===== src/rtl/tokenflow_pkg.sv =====
// Shared constants and types for the tokenflow x*(x+1) token source.
// Optional feature macro: TOKENFLOW_ACK_SYNC_EN (see tokenflow_chan_out).
package tokenflow_pkg;

  localparam int TOKEN_W_DEFAULT = 26;
  localparam int FOLD_W          = 15;

  typedef enum logic {
    EMPTY = 1'b0,
    FULL  = 1'b1
  } phase_e;

endpackage


===== src/rtl/tokenflow_chan_out.sv =====
// Four-phase request/acknowledge output stage: phase FSM, data register and
// an optional two-flop ack synchronizer enabled by TOKENFLOW_ACK_SYNC_EN.
module tokenflow_chan_out
  import tokenflow_pkg::*;
#(
  parameter int W = TOKEN_W_DEFAULT
) (
  input  logic         clk,
  input  logic         reset,
  input  logic [W-1:0] next_data,
  output logic         consumed,
  output logic         ou_req,
  output logic [W-1:0] ou_data,
  input  logic         ou_ack
);

  localparam logic [0:0] ST_EMPTY = EMPTY;
  localparam logic [0:0] ST_FULL  = FULL;

  logic [0:0] state;
  logic       ack_seen;

`ifdef TOKENFLOW_ACK_SYNC_EN
  // The consumer may live in another clock domain; two flops settle the ack.
  logic [1:0] ack_sync;

  always_ff @(posedge clk) begin
    if (reset) begin
      ack_sync <= 2'b00;
    end else begin
      ack_sync <= {ack_sync[0], ou_ack};
    end
  end

  assign ack_seen = ack_sync[1];
`else
  assign ack_seen = ou_ack;
`endif

  // Data is captured only on entry to FULL, so it is stable while req is high.
  always_ff @(posedge clk) begin
    if (reset) begin
      state   <= ST_EMPTY;
      ou_data <= '0;
    end else if (state == ST_EMPTY) begin
      if (!ack_seen) begin
        state   <= ST_FULL;
        ou_data <= next_data;
      end
    end else begin
      if (ack_seen) begin
        state <= ST_EMPTY;
      end
    end
  end

  assign ou_req   = (state == ST_FULL);
  assign consumed = (state == ST_FULL) && ack_seen;

endmodule


===== src/rtl/tokenflow.sv =====
// Token generator x*(x+1) mod 2^W feeding a four-phase output channel.
// Optional feature macro: TOKENFLOW_ACK_SYNC_EN (ack synchronizer in channel).
module tokenflow
  import tokenflow_pkg::*;
#(
  parameter int W = TOKEN_W_DEFAULT
) (
  input  logic         clk,
  input  logic         reset,
  output logic         ou_req,
  output logic [W-1:0] ou_data,
  input  logic         ou_ack
);

  logic [W-1:0] x;
  logic [W-1:0] token;
  logic         consumed;

  // Running sum: (x+1)(x+2) - x(x+1) = 2(x+1); exact modulo 2^W, including wrap.
  always_ff @(posedge clk) begin
    if (reset) begin
      x     <= '0;
      token <= '0;
    end else if (consumed) begin
      x     <= x + W'(1);
      token <= token + ((x + W'(1)) << 1);
    end
  end

  tokenflow_chan_out #(
    .W(W)
  ) u_chan_out (
    .clk      (clk),
    .reset    (reset),
    .next_data(token),
    .consumed (consumed),
    .ou_req   (ou_req),
    .ou_data  (ou_data),
    .ou_ack   (ou_ack)
  );

endmodule


===== config.mk =====
export PLATFORM = sky130hd
export DESIGN_NAME = tokenflow
export DESIGN_NICKNAME = d
export VERILOG_FILES = /design/src/rtl/tokenflow_pkg.sv /design/src/rtl/tokenflow_chan_out.sv /design/src/rtl/tokenflow.sv
export SDC_FILE = /design/constraint.sdc
export NUM_CORES = 1
export LEC_CHECK = 0
export ABC_AREA = 1
export CAP_MARGIN = 20
export CORE_MARGIN = 5
export CORE_UTILIZATION = 65
export CTS_CLUSTER_SIZE = 25
export DETAILED_ROUTE_END_ITERATION = 12
export PLACE_DENSITY_LB_ADDON = 0.1
export REMOVE_ABC_BUFFERS = 1
export SLEW_MARGIN = 5
export SYNTH_ARGS = -nofsm -noshare
export SYNTH_HDL_FRONTEND = slang
export SYNTH_HIERARCHICAL = 1
export SYNTH_SLANG_ARGS = --single-unit

===== constraint.sdc =====
create_clock -name clk -period 4.7 [get_ports clk]
set_input_delay 0.94 -clock clk [delete_from_list [all_inputs] [get_ports clk]]
set_output_delay 0.94 -clock clk [all_outputs]
set_load 0.01 [all_outputs]

==> out/qor.yml, run 1 <==
finalSetupViolCount: 0
syn-cell-area_sq_mm: 0.005214
wire_per_inst_microns: 13.46
htreeDepth: 3
portBuffers: 29
finalCritPeriodShare: 0.6459
fin_worst_skew_ps: 7.628
tightest_slew_ps: 862.1
routed_wl_mm: 12.99
antenna_found_initial: 0
synthCells: 836
path_max_fanout: 5
fp.dieH_microns: 99.56
finalMaxSlewViolations: 0
area_growth_pct: 10.27
clock_sinks: 77
fp.coreArea_sq_mm: 0.007767
worstPathRequired_ps: 4970
hpwl_mm: 9.473
max_freq_ghz: 0.3294
outcome: "finished, final reports clean"
rows: 32
grt_first_pass_wirelength_mm: 21.91
drt_iter0_markers: 316
grt_pass1_vias: 4862
numCtsBuffers: 9
nFillCells: 684
crit_arrival_ps: 3310
end_kind: "register"
initial_core_util: 0.6712
gp_congestion: 1.011
postCtsHoldBufs: 0
ios: 30
multi_input_area_sq_mm: 0.002948
hold_slack_ps: 482.5
cts_root_buf: "clkbuf_8"
finalPower_w: 0.001557
cp-start-kind: "register"
vias_per_cell: 5.287
final_util: 0.7402
seq_area_frac_synth: 0.2957
post_cts_buffers: 0
rr_worst_depth: 16
dr.pass1.iters: 7
cts_max_path_buffers: 2
dieArea_sq_mm: 0.009912
worstSetupPathType: "reg -> reg"
crit_top_cell: "nand2_1"
fin_tns_setup_ps: 0
drive_above_1_share: 0.04867
hold_viol_final: 0
hold_depth: 2
synth_cell_types: 37
critical_path.slowest_cell: "dfxtp_1"
finalCriticalPeriod_ps: 3036
ir_worst_vdd_mv: 0.1519
post_cts_resized: 0
grt_usage: 0.2708
hold_class: "reg -> reg"
yosys_warnings: 6
grt_max_degree: 56
drv_cap: 0
diodes: 0
nets: 889
ys_seq_elements: 77
power_leakage_nw: 3.100
syn-mean-instance-area_sq_um: 6.237
insertion_delay_ps: 370
die_w_microns: 99.56
grt_overflow_total: 0
crit_chain: "ha_1 -> nand2_1 -> nor2_4 -> nand2_4 -> nor3_1 -> xor2_1 -> ha_1 -> nand2_1 -> nor2_1 -> inv_1 -> o21ai_0 -> nand2_1 -> nand4_1 -> nand3_1 -> nand2_1 -> inv_1"
relSlewSlack: 0.4217
num_vias: 5102
ant_nets: 0
slowest_delay_ps: 390
power_density_mw_per_mm2: 270.8
regArea_sq_mm: 0.001541
drc: 0
clkTransAtPathRegs_ps: 90
rsz0062_at_grt: "no"
cts_tree: "built"
## per-layer routing
| metal | wire length, microns | GRT usage | share of wire | vias up |
|---|---|---|---|---|
| met1 | 5880 | 0.3484 | 0.45 | 2256 |
| met4 | 305 | 0.1113 | 0.023 | 2 |
| li1 | - | - | - | 2608 |
| met3 | 902 | 0.03787 | 0.069 | 29 |
| met5 | 5 | 0 | 0.00038 | - |
| met2 | 5899 | 0.4551 | 0.45 | 207 |
## placed cells by master, fill, tap and decap left out, drive strengths merged, types with 11 or more instances in the layout
cell type,n
o21ai,48
nand2,216
inv,148
nor2,147
clkbuf,11
ha,27
a21oi,50
xor2,23
clkdlybuf4s50,29
nand3,45
dfxtp,77
## final timing paths
kind / from / endpoint / slack, ps
max reg2reg: x[0] / token[21] / 1660
min: u_chan_out/ou_data[13] / u_chan_out/ou_data[13] / 480
max: x[0] / token[21] / 1660
min reg2reg: u_chan_out/ou_data[13] / u_chan_out/ou_data[13] / 480
## power by group
| group | internal (W) | leakage (nW) | switching (W) |
|---|---|---|---|
| registers | 0.000690 | 0.632 | 0.0000315 |
| logic | 0.0000986 | 2.35 | 0.000149 |
| clock network | 0.000316 | 0.114 | 0.000273 |
| total | 0.00110 | 3.10 | 0.000453 |
## critical path, delay by kind of cell, from the launching register on
family          cells  cell delay, ps
simple gates       10            1430
fa+ha+maj           2             570
flops               1             390
compound gates      1             310
xor+xnor            1             130
buf+inv             2             110
## metrics by stage
stage / area (sq um) / worst slack (ps) / std cells
after floorplan: 5057 / 1373 / 814
after global placement: 5498 / 1845 / 948
after detailed placement: 5498 / 1737 / 948
after CTS: 5722 / 1702 / 964
after global routing: 5749 / 1513 / 965
final: 5749 / 1664 / 965
## Yosys cell counts
master | count | area, sq um
a21o_1 | 2 | 15.01
a21oi_1 | 50 | 250.2
and2_1 | 2 | 12.51
buf_2 | 2 | 10.01
buf_4 | 1 | 7.510
buf_6 | 5 | 56.30
clkbuf_1 | 11 | 41.29
clkbuf_8 | 3 | 41.29
clkinv_1 | 2 | 7.510
clkinv_4 | 1 | 8.760
conb_1 | 1 | 3.750
dfxtp_1 | 77 | 1541
fa_1 | 1 | 20.02
ha_1 | 27 | 337.8
inv_1 | 146 | 548.0
inv_2 | 1 | 3.750
nand2_1 | 212 | 795.8
nand2_2 | 1 | 6.260
nand2_4 | 3 | 33.78
nand3_1 | 43 | 215.2
nand3_2 | 2 | 20.02
nand4_1 | 8 | 50.05
nand4_2 | 1 | 12.51
nor2_1 | 137 | 514.2
nor2_2 | 5 | 31.28
nor2_4 | 3 | 33.78
nor2_8 | 2 | 40.04
nor3_1 | 6 | 30.03
nor3_2 | 2 | 20.02
nor3_4 | 1 | 16.27
nor4_1 | 3 | 18.77
o211ai_1 | 1 | 7.510
o21ai_0 | 39 | 195.2
o21ai_1 | 9 | 45.04
o21bai_1 | 2 | 15.01
or2_2 | 1 | 6.260
xor2_1 | 23 | 201.4
## cells by family after synthesis
group	Yosys count	synth area share
adder cells (fa/ha/maj)	28	0.06863
AO/OA/AOI/OAI	103	0.1013
buffers and inverters	172	0.1389
AND/OR/NAND/NOR	432	0.3561
other	1	0.0007193
XOR/XNOR	23	0.03864
flip-flops	77	0.2957
## layout make-up
| type | count | area share |
|---|---|---|
| Inverter | 150 | 0.09880 |
| Tap cell | 102 | 0.02220 |
| Clock inverter | 5 | 0.01436 |
| Timing Repair Buffer | 33 | 0.05919 |
| Multi-Input combinational cell | 587 | 0.5127 |
| Sequential cell | 77 | 0.2681 |
| Clock buffer | 11 | 0.02459 |
## registers in the layout (all words and copies together), names as in the netlist
name                count
token                  25
u_chan_out/ou_data     26
u_chan_out/ou_req       1
x                      25
Power figures use the tool's default switching activity.
==> run 2, diff against run 1 <==
CORE_UTILIZATION = 55   (was 65)
clock period = 2.65 ns   (was 4.7 ns; I/O delays follow)
==> out/qor.yml, run 2 (synthesized netlist as in run 1, its figures left out) <==
wire_per_inst_microns: 15.26
largest_register_ffs: 26
crit_chain: "ha_4 -> nand2_1 -> nor2_4 -> nand2_4 -> nor3_2 -> xor2_1 -> ha_4 -> nand2_2 -> inv_1 -> nand2_1 -> nand2_2 -> inv_1 -> o21ai_1 -> nand2_1 -> nand3_1 -> nand2_1 -> nand3_1 -> nand2_1 -> inv_1"
fin_ws_ps: -61.14
place_ws_ps: -196.6
crit_arrival_ps: 2980
crit_buf_inv: 3
hold_depth: 2
grt_pass1_vias: 4927
gp_congestion: 0.9214
fp.coreArea_sq_mm: 0.009240
ir_worst_vdd_mv: 0.3022
routed_wl_mm: 15.95
power_leakage_nw: 3.563
area_growth_pct: 36.24
fin_worst_skew_ps: 14.58
hold_viol_final: 0
cp.depth: 19
htreeDepth: 3
finalSetupViolCount: 6
mostFrequentLayoutCell: "nand2_1"
drive_above_1_share: 0.2675
initial_core_util: 0.5643
finalCritPeriodShare: 1.023
rr_worst_depth: 19
vias_per_cell: 5.270
hold_class: "reg -> reg"
grt_max_degree: 46
finalMaxSlewViolations: 0
mostFrequentLayoutCells: "167 x nand2_1, 141 x inv_1, 119 x nor2_1"
cp-start-kind: "register"
portBuffers: 29
num_vias: 5507
largestRegisters: "u_chan_out/ou_data x26, token x25, x x25"
drv_cap: 0
power_density_mw_per_mm2: 396.3
worstSetupPathType: "reg -> reg"
clkTransAtPathRegs_ps: 90
cts_root_buf: "clkbuf_8"
diodes: 0
drt_iter0_markers: 514
final_util: 0.7687
hpwl_mm: 9.767
cts_tree: "built"
rsz0062_at_grt: "yes"
path_max_fanout: 4
antenna_found_initial: 0
outcome: "finished with violations"
slowest_delay_ps: 380
finalCriticalPeriod_ps: 2711
ios: 30
insertion_delay_ps: 360
drc: 0
numCtsBuffers: 9
clock_sinks: 77
critical_path.slowest_cell: "dfxtp_4"
cts_max_path_buffers: 2
die_w_microns: 107.4
fp.dieH_microns: 107.4
nets: 943
grt_usage: 0.2410
postCtsHoldBufs: 0
dieArea_sq_mm: 0.01153
worstPathRequired_ps: 2920
max_freq_ghz: 0.3688
failed_checks: "setup timing"
grt_first_pass_wirelength_mm: 22.55
path_delay_family: "simple AND/OR/NAND/NOR gates"
top_register: "u_chan_out/ou_data"
dr.pass1.iters: 6
ant_nets: 0
crit_top_cell: "nand2_1"
end_kind: "register"
nFillCells: 651
hold_slack_ps: 483.4
finalPower_w: 0.002815
rows: 35
grt_overflow_total: 0
run 2: cell types whose count changed in the layout (fill, tap and decap cells not counted), moves of 7 or more:
cell	previous run	this run
buf_4	3	53
nand2_1	212	167
nand2_2	1	37
a21oi_1	50	28
ha_1	27	7
ha_4	0	19
nor2_1	137	119
a21oi_2	0	17
nor2_4	3	16
o21ai_0	39	28
xor2_1	23	13
nand2_4	3	12
nand3_1	43	35
xor2_2	0	7
run 2: layout make-up:
class                   count  area, sq um  share of cell area
flip-flops and latches     77         1554              0.2188
inverters                 150        568.0             0.07997
repair buffers             87        762.0              0.1073
clock inverters             4        48.80            0.006870
well taps                 129        161.4             0.02272
multi-input cells         587         3867              0.5445
clock buffers              11        141.4             0.01990
run 2: final timing paths:
path	startpoint	end	slack, ps
setup / recovery	x[0]	token[21]	-60
hold reg to reg	u_chan_out/ou_data[16]	u_chan_out/ou_data[16]	480
hold / removal	u_chan_out/ou_data[16]	u_chan_out/ou_data[16]	480
setup reg to reg	x[0]	token[21]	-60
run 2: worst register-to-register path, stage by stage (launching register included):
cell and delay (ps):
dfxtp_4 380, ha_4 140, nand2_1 90, nor2_4 130
nand2_4 100, nor3_2 140, xor2_1 350, ha_4 300
nand2_2 130, inv_1 60, nand2_1 80, nand2_2 60
inv_1 90, o21ai_1 120, nand2_1 150, nand3_1 80
nand2_1 60, nand3_1 60, nand2_1 60, inv_1 40
run 2: report_power, final:
part | leakage [nW] | total [W] | switching [W] | internal (W)
registers | 0.635 | 0.00129 | 0.0000648 | 0.00122
logic | 2.83 | 0.000608 | 0.000342 | 0.000266
clock network | 0.0992 | 0.000919 | 0.000464 | 0.000456
total | 3.56 | 0.00281 | 0.000871 | 0.00194
run 2: layer usage:
layer  up-vias  global-route usage  wire (microns)
met5         -                   0               0
met4         0             0.07214             439
met3        53             0.03779             954
met2       212              0.3990            7713
met1      2524              0.3235            6840
li1       2718                   -               -
run 2: timing repair:
| item | 4_1_cts | 5_1_grt |
|---|---|---|
| setup endpoints to repair | 13 | 18 |
| pin swaps | 16 | 56 |
| buffers inserted | 4 | 7 |
| gates resized for setup | 33 | 179 |
run 2: per-stage QoR:
stage               instances  setup TNS (ps)  instance area (sq um)
detailed placement       1020           -1304                   5882
finish                   1045          -215.6                   7103
floorplan                 814           -5792                   5057
global route             1045           -2415                   7103
CTS                      1039               0                   6265
global placement         1020          -623.0                   5882
